$ cat config.mk
export PLATFORM = sky130hd
export DESIGN_NAME = matrix_mult_engine
export DESIGN_NICKNAME = d
export VERILOG_FILES = /design/src/rtl/matrix_mult_pkg.sv /design/src/rtl/dot_product_unit.sv /design/src/rtl/matrix_mult_engine.sv
export SDC_FILE = /design/constraint.sdc
export NUM_CORES = 2
export LEC_CHECK = 0
export BUFFER_PORTS_ARGS = -buffer_cell sky130_fd_sc_hd__buf_4
export CAP_MARGIN = 20
export CORE_ASPECT_RATIO = 0.8
export CORE_UTILIZATION = 60
export CTS_CLUSTER_DIAMETER = 200
export DETAILED_ROUTE_END_ITERATION = 6
export PLACE_DENSITY = 0.81
export SKIP_CTS_REPAIR_TIMING = 1
export SLEW_MARGIN = 20
export SYNTH_ARGS = -nofsm -noshare
export SYNTH_HDL_FRONTEND = slang
export SYNTH_SLANG_ARGS = --single-unit
$ cat constraint.sdc
create_clock -name clk -period 20.6 [get_ports clk]
set_input_delay 3.09 -clock clk [delete_from_list [all_inputs] [get_ports clk]]
set_output_delay 3.09 -clock clk [all_outputs]
set_load 0.02 [all_outputs]
$ cat src/rtl/matrix_mult_pkg.sv
// rtl/matrix_mult_pkg.sv - shared types and width helpers for the matrix multiply engine
package matrix_mult_pkg;

    typedef enum logic [1:0] {
        LOAD_A  = 2'd0,
        LOAD_B  = 2'd1,
        COMPUTE = 2'd2,
        OUTPUT  = 2'd3
    } mmState_e;

    // Row-major flat position of element [i][j] in an n x n matrix
    function automatic int elemIdx(input int i, input int j, input int n);
        return i * n + j;
    endfunction

    // Width of one element product
    function automatic int prodWidth(input int w);
        return 2 * w;
    endfunction

    // Width of a full n-term dot product, wide enough that no carry is lost
    function automatic int sumWidth(input int w, input int n);
        return 2 * w + $clog2(n);
    endfunction

endpackage

$ cat src/rtl/dot_product_unit.sv
// rtl/dot_product_unit.sv - N-lane combinational multiply-accumulate of one row and one column
module dot_product_unit
    import matrix_mult_pkg::*;
#(
    parameter int N = 4,
    parameter int W = 16
) (
    input  logic [N*W-1:0]              aRow,
    input  logic [N*W-1:0]              bCol,
    output logic [sumWidth(W, N)-1:0]   dotSum
);

    localparam int PW = prodWidth(W);
    localparam int SW = sumWidth(W, N);

    logic [PW-1:0] prod [N];

    // One full-width multiplier per lane
    always_comb begin
        for (int m = 0; m < N; m++) begin
            prod[m] = PW'(aRow[m*W +: W]) * PW'(bCol[m*W +: W]);
        end
    end

    // Sum of the lane products at full width
    always_comb begin
        dotSum = '0;
        for (int m = 0; m < N; m++) begin
            dotSum = dotSum + SW'(prod[m]);
        end
    end

endmodule

$ cat src/rtl/matrix_mult_engine.sv
// rtl/matrix_mult_engine.sv - streaming N x N matrix multiplier with wrap/saturate and chain mode
module matrix_mult_engine
    import matrix_mult_pkg::*;
#(
    parameter int N  = 4,
    parameter int W  = 16,
    parameter int OW = 16
) (
    input  logic                 clk,
    input  logic                 rstN,
    input  logic                 inValid,
    output logic                 inReady,
    input  logic [N*N*W-1:0]     dataIn,
    input  logic                 satMode,
    input  logic                 chainEn,
    output logic                 outValid,
    input  logic                 outReady,
    output logic [N*N*OW-1:0]    dataOut,
    output logic                 ovf
);

    localparam int SW       = sumWidth(W, N);
    localparam int IW       = $clog2(N);
    localparam bit CHAIN_OK = (OW == W);

    mmState_e state, nextState;

    logic [N*N*W-1:0]  aReg, bReg;
    logic [N*N*OW-1:0] cReg;
    logic [IW-1:0]     rowIdx, colIdx;
    logic              satReg, ovfReg;

    logic [N*W-1:0]    aRow, bCol;
    logic [SW-1:0]     dotSum;
    logic [OW-1:0]     elemVal;
    logic              elemOvf;
    logic [N*N*W-1:0]  cAsA;
    logic              inFire, outFire, lastElem;

    assign inFire   = inValid & inReady;
    assign outFire  = outValid & outReady;
    assign lastElem = (rowIdx == IW'(N - 1)) && (colIdx == IW'(N - 1));
    assign dataOut  = cReg;
    assign ovf      = ovfReg;

    // State register
    always_ff @(posedge clk) begin
        if (!rstN) begin
            state <= LOAD_A;
        end else begin
            state <= nextState;
        end
    end

    // Next-state and handshake outputs; input and output phases never overlap
    always_comb begin
        nextState = state;
        inReady   = 1'b0;
        outValid  = 1'b0;
        case (state)
            LOAD_A: begin
                inReady = 1'b1;
                if (inValid) nextState = LOAD_B;
            end
            LOAD_B: begin
                inReady = 1'b1;
                if (inValid) nextState = COMPUTE;
            end
            COMPUTE: begin
                if (lastElem) nextState = OUTPUT;
            end
            OUTPUT: begin
                outValid = 1'b1;
                if (outReady) nextState = (chainEn && CHAIN_OK) ? LOAD_B : LOAD_A;
            end
            default: nextState = LOAD_A;
        endcase
    end

    // Pick row rowIdx of A and column colIdx of B for the dot-product lanes
    always_comb begin
        for (int m = 0; m < N; m++) begin
            aRow[m*W +: W] = aReg[elemIdx(int'(rowIdx), m, N)*W +: W];
            bCol[m*W +: W] = bReg[elemIdx(m, int'(colIdx), N)*W +: W];
        end
    end

    dot_product_unit #(
        .N (N),
        .W (W)
    ) dotUnit (
        .aRow   (aRow),
        .bCol   (bCol),
        .dotSum (dotSum)
    );

    // Overflow detection and wrap/saturate reduction to the output width
    always_comb begin
        elemOvf = (dotSum >> OW) != '0;
        elemVal = (satReg && elemOvf) ? {OW{1'b1}} : OW'(dotSum);
    end

    // C reinterpreted at input width so it can become the next A in chain mode
    always_comb begin
        for (int e = 0; e < N*N; e++) begin
            cAsA[e*W +: W] = W'(cReg[e*OW +: OW]);
        end
    end

    // Matrix registers, element counter and sticky overflow
    always_ff @(posedge clk) begin
        if (!rstN) begin
            aReg   <= '0;
            bReg   <= '0;
            cReg   <= '0;
            rowIdx <= '0;
            colIdx <= '0;
            satReg <= 1'b0;
            ovfReg <= 1'b0;
        end else begin
            case (state)
                LOAD_A: begin
                    if (inFire) aReg <= dataIn;
                end
                LOAD_B: begin
                    if (inFire) begin
                        bReg   <= dataIn;
                        satReg <= satMode;
                        ovfReg <= 1'b0;
                        rowIdx <= '0;
                        colIdx <= '0;
                    end
                end
                COMPUTE: begin
                    cReg[elemIdx(int'(rowIdx), int'(colIdx), N)*OW +: OW] <= elemVal;
                    if (elemOvf) ovfReg <= 1'b1;
                    if (colIdx == IW'(N - 1)) begin
                        colIdx <= '0;
                        rowIdx <= rowIdx + 1'b1;
                    end else begin
                        colIdx <= colIdx + 1'b1;
                    end
                end
                OUTPUT: begin
                    if (outFire && chainEn && CHAIN_OK) aReg <= cAsA;
                end
                default: ;
            endcase
        end
    end

endmodule

==> impl_metrics.toml <==
[setup_path]
r2r_start = "rowIdx[1]"
reg2reg_to = "dataOut[183]"
cp_common_cell = "fa_1"
endpoint = "dataOut[183]"
endpoint_kind = "register"
cp.required_ps = 21080
rrSetupSlack_ps = 3550
reg2regPathDepth = 52
worst-setup-path-type = "reg2reg"
crit_start = "rowIdx[1]"
arrival_ps = 17530
slowest_delay_ps = 1060
crit_slowest_cell = "nor2_2"
critPathLaunchType = "register"
critPathMaxFanout = 65

[detailed_routing]
route.detailed.drc = 0
first_pass_iters = 6
routed_wl_mm = 254
wl_per_cell_um = 26.6
drt_iter0_drc = 8020
vias = 58500
ant_nets = 0
routed_via_density = 6.13

[synth]
post_synth_main_area_contributors = "fa_1 (28%), dfxtp_1 (23%), ha_1 (7.5%)"
synth_warnings = 0
yosys.area.top_type = "fa_1"
synth.yosys.seq_area_share = 0.231
synthDistinctLibCells = 68
ys_ff_latch = 776
netlist_instances = 7729
synth_edf_count = 0
syn_area_per_cell_um2 = 8.71
syn-num-nets = 9326
syn_area_um2 = 67300
synth_top_area_frac = 0.276
synth_ff_type = "dfxtp_1"
async_flop_share = 0

[timing]
report.final.slew_viol_count = 0
finalSetupTns_ps = 0
final.setup.worst_slack_ps = 3550
layout_min_cycle_time_ps = 17050
rsz0062_at_grt = "false"
relSlewSlack = 0.113
setup_viol = 0
finClkSkew_ps = 34.2
tightestPinTransition_ps = 1330
hold_viol_final = 0
fmax_mhz = 58.7
fin_crit_sh = 0.828

[power]
p_sw_frac = 0.547
p_int_uw = 4410
p_comb_frac = 0.652
p_sw_uw = 5330
p_clk_frac = 0.142
power_density_nw_per_um2 = 130
leakage_uw = 0.0313
vdd_drop_max_v = 0.000336
pwr-share-seq = 0.206

[clock_network]
cts_tree = "yes"
cts_buffer_depth = 3
cts_sinks = 776
clock_latency_ps = 680
root_buffer = "clkbuf_16"
cts_buffers = 69
clkTransAtPathRegs_ps = 70
h-tree-depth = 3

[grt]
grt_use_total = 0.446
antenna_found_initial = 15
globalRouteOverflowTotal = 0
grt_pass1_vias = 56700
grt_pass1_wl_mm = 371
grt_max_degree = 227

[placement]
post-place-ws_ps = 4050
io_buffers = 520
globalplace.congestion = 1.01
hpwl_mm = 201

[finish]
area_delta_synth_final_pct = 11.3
drive_above_1_share = 0.130
nNetsFinal = 9594

[job]
cap_violations = 0

[floorplan]
pin_count = 521
die_width_um = 377
die_area_um2 = 114000
start_util = 0.607
core_area_um2 = 111000
rows = 109
die_h_um = 302

[status]
status = "complete, no violations"

[hold_path]
holdCritPathClass = "reg2reg"
-- through the flow --
stage               cell area, um^2  hold WS (ps)   util  instances  total power, uW
floorplan                     67300           433      -       7729             5760
global placement              72600           438  0.655       9423             7980
detailed placement            72600           444  0.655       9424             8090
CTS                           74900           453  0.676       9548             9460
global route                  74900           469  0.676       9548            10200
finish                        74900           454  0.676       9551             9740
-- metal layers --
layer	GRT usage	up-vias	wire [um]
li1	-	25100	-
met1	0.612	28600	98600
met2	0.628	4058	103000
met3	0.150	730	36900
met4	0.218	18	15300
met5	0	-	116
-- worst min path at each step --
| stage | cells after the start | end | from | slack [ps] |
|---|---|---|---|---|
| 2_1_floorplan | 2 | bReg[112] | bReg[112] | 430 |
| 3_3_place_gp | 2 | bReg[187] | bReg[187] | 440 |
| 3_5_place_dp | 2 | bReg[193] | bReg[193] | 440 |
| 4_1_cts | 2 | bReg[193] | bReg[193] | 450 |
| 5_1_grt | 2 | bReg[41] | bReg[41] | 470 |
| 6_report | 2 | bReg[46] | bReg[46] | 450 |
-- worst max-delay path, delay by kind of cell, from the launching register on --
family / cells / cell delay [ps]
simple gates: 5 / 1710
buf+inv: 16 / 2350
fa+ha+maj: 18 / 8510
flops: 1 / 1030
xor+xnor: 1 / 110
compound gates: 12 / 3040
-- cell type report --
type                            count  area, um^2
Sequential cell                   776       15500
Timing Repair Buffer              649        4930
Multi-Input combinational cell   5461       46400
Clock inverter                     19         268
Tap cell                         1498        1870
Clock buffer                      105        2050
Inverter                         1040        3910
Fill cell                        8935       35900
Antenna cell                        3        7.51
-- state kept, by name (all words and copies together) (netlist names) --
signal	cells
aReg	256
bReg	256
colIdx	2
dataOut	256
ovf	1
rowIdx	2
satReg	1
state	2
-- kinds of logic (layout without fill, tap and decap cells) --
logic type / Yosys count / in the layout / share of synthesized area
buffers and inverters: 1492 / 1813 / 0.0840
flip-flops: 776 / 776 / 0.231
multiplexers: 517 / 517 / 0.0803
adder cells (fa/ha/maj): 1335 / 1335 / 0.352
other: 0 / 3 / 0
AO/OA/AOI/OAI: 1200 / 1200 / 0.106
XOR/XNOR: 52 / 52 / 0.00676
AND/OR/NAND/NOR: 2357 / 2357 / 0.141
-- power groups by stage --
stage	logic, uW	clock network [uW]	registers [uW]
6_report	6350	1390	2010
5_1_grt	6710	1430	2020
4_1_cts	6100	1370	1990
3_5_place_dp	6070	0	2020
3_3_place_gp	5970	0	2010
2_1_floorplan	3850	0	1910
-- placed cells by master (no fill, tap or decap), drive strengths merged, types with 4 or more instances in the layout --
cell    instances
a211oi        303
a21o           30
a21oi         418
a31oi           7
and2            5
and3            7
and4            4
buf           649
bufinv          4
clkbuf        105
clkinv          7
dfxtp         776
fa            929
ha            406
inv          1047
mux2          123
mux2i         388
mux4            6
nand2         954
nand2b         49
nand3          28
nand4          11
nor2         1174
nor2b           6
nor3           17
nor4            5
o211ai          6
o21a           35
o21ai         350
o21bai          8
o22ai          11
or2            83
or3             6
xnor2          39
xor2           13
-- cell usage after synthesis, drive strengths merged, types with 8 or more instances --
cell type,n
o21ai,350
mux2,123
or2,83
mux2i,388
fa,929
xor2,13
a21oi,418
o21a,35
xnor2,39
a211oi,303
dfxtp,776
inv,1039
nand3,28
nand2,954
nor2,1174
clkbuf,408
o21bai,8
o22ai,11
nor3,17
nand2b,49
ha,406
nand4,11
buf,44
a21o,30
(Power assumes the default switching activity.)
